===== config.mk =====
export PLATFORM = sky130hd
export DESIGN_NAME = wb_sram_bridge
export DESIGN_NICKNAME = d
export VERILOG_FILES = /design/src/rtl/wb_sram_pkg.sv /design/src/rtl/wb_sram_bridge.sv
export SDC_FILE = /design/constraint.sdc
export NUM_CORES = 1
export LEC_CHECK = 0
export ABC_CLOCK_PERIOD_IN_PS = 1270
export BUFFER_PORTS_ARGS = -buffer_cell sky130_fd_sc_hd__clkbuf_2
export CAP_MARGIN = 20
export CORE_UTILIZATION = 25
export DETAILED_ROUTE_END_ITERATION = 7
export GPL_TIMING_DRIVEN = 0
export PLACE_DENSITY_LB_ADDON = 0.05
export SLEW_MARGIN = 20
export SYNTH_ARGS = -nofsm -noshare
export SYNTH_HDL_FRONTEND = slang
export SYNTH_SLANG_ARGS = --single-unit

===== constraint.sdc =====
create_clock -name clk_i -period 1.27 [get_ports clk_i]
set_input_delay 0.1905 -clock clk_i [delete_from_list [all_inputs] [get_ports clk_i]]
set_output_delay 0.1905 -clock clk_i [all_outputs]
set_load 0.01 [all_outputs]

===== src/rtl/wb_sram_pkg.sv =====
// -----------------------------------------------------------------------------
// wb_sram_pkg
// Shared definitions for the Wishbone-to-SRAM-macro bridge.
//   sram_state_e : bridge FSM states (IDLE, ACCESS, RD_WAIT)
//   MAX_RD_LAT   : largest macro read latency the bridge can wait for
// -----------------------------------------------------------------------------
package wb_sram_pkg;

  typedef enum logic [1:0] {
    IDLE    = 2'd0,
    ACCESS  = 2'd1,
    RD_WAIT = 2'd2
  } sram_state_e;

  localparam int MAX_RD_LAT = 4;

endpackage : wb_sram_pkg


===== src/rtl/wb_sram_bridge.sv =====
// -----------------------------------------------------------------------------
// wb_sram_bridge
// Wishbone classic slave that terminates the S0 (SRAM) port of the
// interconnect and drives a single-port OpenRAM-style macro.
//
// Ports
//   clk_i, rst_i           : clock, synchronous active-high reset
//   wb_cyc_i/wb_stb_i      : bus cycle / strobe from S0
//   wb_we_i                : 1 = write, 0 = read
//   wb_sel_i [DATA_W/8]    : byte selects (writes only)
//   wb_adr_i [ADDR_W]      : word address
//   wb_dat_i [DATA_W]      : write data
//   wb_dat_o [DATA_W]      : read data, registered, holds last read value
//   wb_ack_o               : one-cycle ack pulse, registered
//   sram_csb_o/sram_web_o  : macro chip select / write enable, active low
//   sram_wmask_o           : macro byte write mask
//   sram_addr_o/sram_din_o : macro address / write data
//   sram_dout_i            : macro read data, valid READ_LATENCY cycles
//                            after the capture edge
//
// Every output comes straight from a flop; there is no combinational path
// from the Wishbone inputs to any output.
// -----------------------------------------------------------------------------
module wb_sram_bridge
  import wb_sram_pkg::*;
#(
  parameter int ADDR_W       = 8,
  parameter int DATA_W       = 32,
  parameter int READ_LATENCY = 1
) (
  input  logic                  clk_i,
  input  logic                  rst_i,
  input  logic                  wb_cyc_i,
  input  logic                  wb_stb_i,
  input  logic                  wb_we_i,
  input  logic [DATA_W/8-1:0]   wb_sel_i,
  input  logic [ADDR_W-1:0]     wb_adr_i,
  input  logic [DATA_W-1:0]     wb_dat_i,
  output logic [DATA_W-1:0]     wb_dat_o,
  output logic                  wb_ack_o,
  output logic                  sram_csb_o,
  output logic                  sram_web_o,
  output logic [DATA_W/8-1:0]   sram_wmask_o,
  output logic [ADDR_W-1:0]     sram_addr_o,
  output logic [DATA_W-1:0]     sram_din_o,
  input  logic [DATA_W-1:0]     sram_dout_i
);

  localparam int SEL_W = DATA_W / 8;
  localparam int CNT_W = $clog2(MAX_RD_LAT);

  // The counter counts down to zero, so it is loaded with one less than the
  // number of cycles between the capture edge and valid dout.
  localparam logic [CNT_W-1:0] CNT_LOAD = CNT_W'(READ_LATENCY - 1);

  if ((READ_LATENCY < 1) || (READ_LATENCY > MAX_RD_LAT)) begin : g_bad_read_latency
    $error("wb_sram_bridge: READ_LATENCY must be within 1..%0d", MAX_RD_LAT);
  end

  sram_state_e        state_q, state_d;
  logic [CNT_W-1:0]   cnt_q, cnt_d;
  logic               ack_q, ack_d;
  logic [DATA_W-1:0]  dat_q, dat_d;
  logic               csb_q, csb_d;
  logic               web_q, web_d;
  logic [SEL_W-1:0]   wmask_q, wmask_d;
  logic [ADDR_W-1:0]  addr_q, addr_d;
  logic [DATA_W-1:0]  din_q, din_d;

  logic start;

  // The ~ack_q term stops an S0 master that still shows stb during the ack
  // cycle from launching a second access for the same request.
  assign start = wb_cyc_i & wb_stb_i & ~ack_q;

  always_comb begin
    state_d = state_q;
    cnt_d   = cnt_q;
    ack_d   = 1'b0;
    dat_d   = dat_q;
    csb_d   = 1'b1;     // chip select is a single-cycle pulse by default
    web_d   = 1'b1;
    wmask_d = wmask_q;
    addr_d  = addr_q;
    din_d   = din_q;

    unique case (state_q)
      IDLE: begin
        if (start) begin
          csb_d   = 1'b0;
          web_d   = ~wb_we_i;
          addr_d  = wb_adr_i;
          din_d   = wb_dat_i;
          wmask_d = wb_we_i ? wb_sel_i : '0;
          state_d = ACCESS;
        end
      end

      ACCESS: begin
        // The macro captures at the end of this cycle whatever happens, so a
        // write that is aborted here still lands in the array.
        if (!wb_cyc_i) begin
          state_d = IDLE;
        end else if (!web_q) begin
          ack_d   = 1'b1;
          state_d = IDLE;
        end else begin
          cnt_d   = CNT_LOAD;
          state_d = RD_WAIT;
        end
      end

      RD_WAIT: begin
        if (!wb_cyc_i) begin
          state_d = IDLE;
        end else if (cnt_q == '0) begin
          dat_d   = sram_dout_i;
          ack_d   = 1'b1;
          state_d = IDLE;
        end else begin
          cnt_d = cnt_q - 1'b1;
        end
      end

      default: begin
        state_d = IDLE;
      end
    endcase
  end

  always_ff @(posedge clk_i) begin
    if (rst_i) begin
      state_q <= IDLE;
      cnt_q   <= '0;
      ack_q   <= 1'b0;
      dat_q   <= '0;
      csb_q   <= 1'b1;
      web_q   <= 1'b1;
      wmask_q <= '0;
      addr_q  <= '0;
      din_q   <= '0;
    end else begin
      state_q <= state_d;
      cnt_q   <= cnt_d;
      ack_q   <= ack_d;
      dat_q   <= dat_d;
      csb_q   <= csb_d;
      web_q   <= web_d;
      wmask_q <= wmask_d;
      addr_q  <= addr_d;
      din_q   <= din_d;
    end
  end

  assign wb_dat_o     = dat_q;
  assign wb_ack_o     = ack_q;
  assign sram_csb_o   = csb_q;
  assign sram_web_o   = web_q;
  assign sram_wmask_o = wmask_q;
  assign sram_addr_o  = addr_q;
  assign sram_din_o   = din_q;

endmodule : wb_sram_bridge

==> impl_metrics.json <==
{
  "outcome": "finished with violations",
  "violations": "DRC, setup timing",
  "syn_nets": 461,
  "die_area_um2": 12610,
  "synth_top_area_share_pct": 54.63,
  "finalCritPeriodShare_pct": 108.3,
  "rows": 39,
  "io_buffers": 158,
  "power_density_nw_per_um2": 1437,
  "rsz0062_at_grt": "yes",
  "synth-compound-area-share_pct": 13.94,
  "fp.coreArea_um2": 11610,
  "synth.largest_area_cell": "dfxtp_1",
  "end_kind": "flip-flop",
  "ys.flop_type": "dfxtp_1",
  "drt-wirelength-per-cell_um": 13.12,
  "timing.hold.ws_ns": 0.07304,
  "wirelength_um": 9226,
  "synth-xor-area-share_pct": 0,
  "worst_setup_path_start_kind": "flip-flop",
  "syn_area_um2": 3042,
  "syn2layout_area_growth_pct": 55.20,
  "fin_cells": 703,
  "drt_pass1_iterations": 6,
  "synth-async-reset-ratio_pct": 0,
  "hold_viol_final": 0,
  "final-max-slew-violation-count": 0,
  "hpwl_um": 6435,
  "power.total_mw": 6.782,
  "synth-simple-area-share_pct": 22.87,
  "cp.depth": 7,
  "clock_path_buffers": 2,
  "initial_core_util_pct": 26.19,
  "grt_pass1_wl_um": 13930,
  "vias": 3061,
  "dp.cells": 676,
  "ir_worst_vdd_mv": 0.5057,
  "reg2regPathDepth": 7,
  "fin_setup_tns_ns": -4.227,
  "ctsRootBufferMaster": "clkbuf_16",
  "synth_top_family_by_area": "simple AND/OR/NAND/NOR gates",
  "synth_common_cells": "nand2_1 (150), dfxtp_1 (83), a21oi_1 (79)",
  "cts.sinks": 83,
  "maxSlewHeadroom_pct": 61.01,
  "drt_iter0_drc": 113,
  "nets": 642,
  "io_pins": 160,
  "hold_class": "input port to flip-flop",
  "syn_area_per_cell_um2": 8.111,
  "cts.reportedPaths.clkPinSlew_ns": 0.06,
  "worstMarginPinSlew_ns": 0.5848,
  "synthAdderAreaFrac_pct": 2.057,
  "synth-seq-cells": 83,
  "die_h_um": 112.3,
  "required_ns": 1.46,
  "grt_pass1_vias": 2808,
  "setup_ws_ns": -0.1056,
  "routed_via_density": 4.354,
  "yosysUniqueCellTypes": 25,
  "n_antenna_cell": 0,
  "die_x_um": 112.3,
  "fin_skew_ns": 0.005615,
  "synth_warnings": 0,
  "cpPeakStageDelay_ns": 0.37,
  "yosysMostFrequentCell": "nand2_1",
  "path_max_fanout": 10,
  "grt_usage_pct": 14.27,
  "synth-edff-count": 0,
  "multi_input_area_um2": 1393,
  "htree_levels": 3,
  "clock.fmax_mhz": 726.9,
  "clk_latency_ns": 0.33,
  "grt-ovfl-total": 0,
  "antenna_found_initial": 0,
  "min_from": "sram_dout_i[30]",
  "fillers": 1227,
  "reg2reg_from": "state_q[0]$_SDFFE_PP0P_",
  "postRouteAntennaNets": 0,
  "r2r-end": "sram_din_o[18]$_SDFFE_PP0P_",
  "crit_slowest_cell": "dfxtp_2",
  "fin_crit_ns": 1.376,
  "final_layout_size_suffix_gt1_share_pct": 42.68,
  "cts_buffers": 9,
  "grt_max_degree": 14,
  "setup_violations": 76,
  "ff_latch_area_um2": 1668,
  "cts-hold-fix-buffers": 0,
  "cp-startpoint": "state_q[0]$_SDFFE_PP0P_",
  "crit_chain": "inv_4 > ha_4 > and4b_1 > buf_6 > buf_8 > nand2_1 > a21oi_2",
  "r2r_slack_ns": -0.11,
  "power_leakage_nw": 2.021,
  "endpoint": "sram_din_o[18]$_SDFFE_PP0P_",
  "routabilityCongestion": 0.7352,
  "tritoncts": "yes",
  "crit_type": "flip-flop to flip-flop",
  "maxCapViolCount": 0,
  "synth.yosys.seq_area_share_pct": 54.63,
  "synth_mux_area_share_pct": 0.9872,
  "synth_area_leaders": "dfxtp_1 (55%), nand2_1 (19%), a21oi_1 (13%)",
  "critPathTopFamily": "flip-flops",
  "crit_buf_inv": 3,
  "cp.arrival_ns": 1.57,
  "drcViolationCount": 11,
  "synthesis.instances": 375
}
## per-stage QoR
| stage | util (%) | cell area, um2 | setup slack, ns |
|---|---|---|---|
| 2_1_floorplan | - | 3064 | -0.02462 |
| 3_3_place_gp | 34.73 | 4034 | -0.3358 |
| 3_5_place_dp | 34.73 | 4034 | -0.3298 |
| 4_1_cts | 38.80 | 4506 | -0.1003 |
| 5_1_grt | 40.65 | 4721 | -0.1849 |
| 6_report | 40.65 | 4721 | -0.1056 |
## worst min-delay path by stage
stage | endpoint | slack (ns) | cells past startpoint
after floorplan | sram_web_o$_SDFF_PP1_ | 0.25 | 1
after global placement | wb_dat_o[5]$_SDFFE_PP0P_ | 0.41 | 3
after detailed placement | sram_din_o[30]$_SDFFE_PP0P_ | 0.42 | 3
after CTS | sram_din_o[30]$_SDFFE_PP0P_ | 0.06 | 3
after global routing | sram_din_o[2]$_SDFFE_PP0P_ | 0.07 | 3
final | wb_dat_o[30]$_SDFFE_PP0P_ | 0.07 | 3
## power breakdown
group	total, mW	switching, mW	internal (mW)
combinational	1.15	0.612	0.538
clock	2.79	1.03	1.76
sequential	2.84	0.0876	2.75
## state kept, by name, summed over array words and instances (netlist names)
signal	cells
sram_addr_o	8
sram_csb_o	1
wb_dat_o	32
wb_ack_o	1
sram_web_o	1
sram_wmask_o	4
cnt_q	2
sram_din_o	32
state_q	2
## metal layers
metal	global-route usage, %	part of all wire [%]	up-vias
li1	-	-	1586
met5	0	0	-
met2	21.57	45	107
met4	6.133	1.2	0
met1	18.21	45	1360
met3	5.292	8.9	8
## what timing repair did
action / in CTS / in global routing
endpoints found under the setup margin: 79 / 79
setup buffers: 4 / 4
pin swaps: 2 / 5
gates cloned: 1 / 4
gates resized for setup: 28 / 31
## layout by cell type (no fill, tap or decap), drive strengths merged
cell,count
nor2b,1
mux2i,3
nand2b,3
nor3,1
nand4b,3
or4,2
inv,5
nand3b,1
nand3,5
nor2,2
ha,5
bufinv,2
a21oi,79
a21bo,1
o21ai,2
and3,1
a2bb2oi,1
clkbuf,182
and4b,1
clkinv,2
dfxtp,83
clkinvlp,1
buf,23
nand2,151
## tightest hold or removal path, delay by kind of cell
kind | cells | cell delay [ns]
simple gates | 1 | 0.04
buf+inv | 1 | 0.08
compound gates | 1 | 0.05
## cells by family (layout without fill, tap and decap cells)
family                     Yosys count  in the layout
DFF                                 83             83
buffers and inverters               31            215
and+or+nand+nor                    170            171
muxes                                3              3
adders and majority gates            5              5
AOI/OAI and AO/OA                   83             83
## final cells by class
cell class | instances | area share, %
plain buffers | 25 | 4.691
clock buffers | 10 | 5.062
clock inverters | 5 | 1.643
inverters | 5 | 0.5036
multi-input cells | 262 | 29.50
flip-flops and latches | 83 | 35.33
well taps | 143 | 3.790
repair buffers | 170 | 19.48
(Power assumes the default switching activity.)
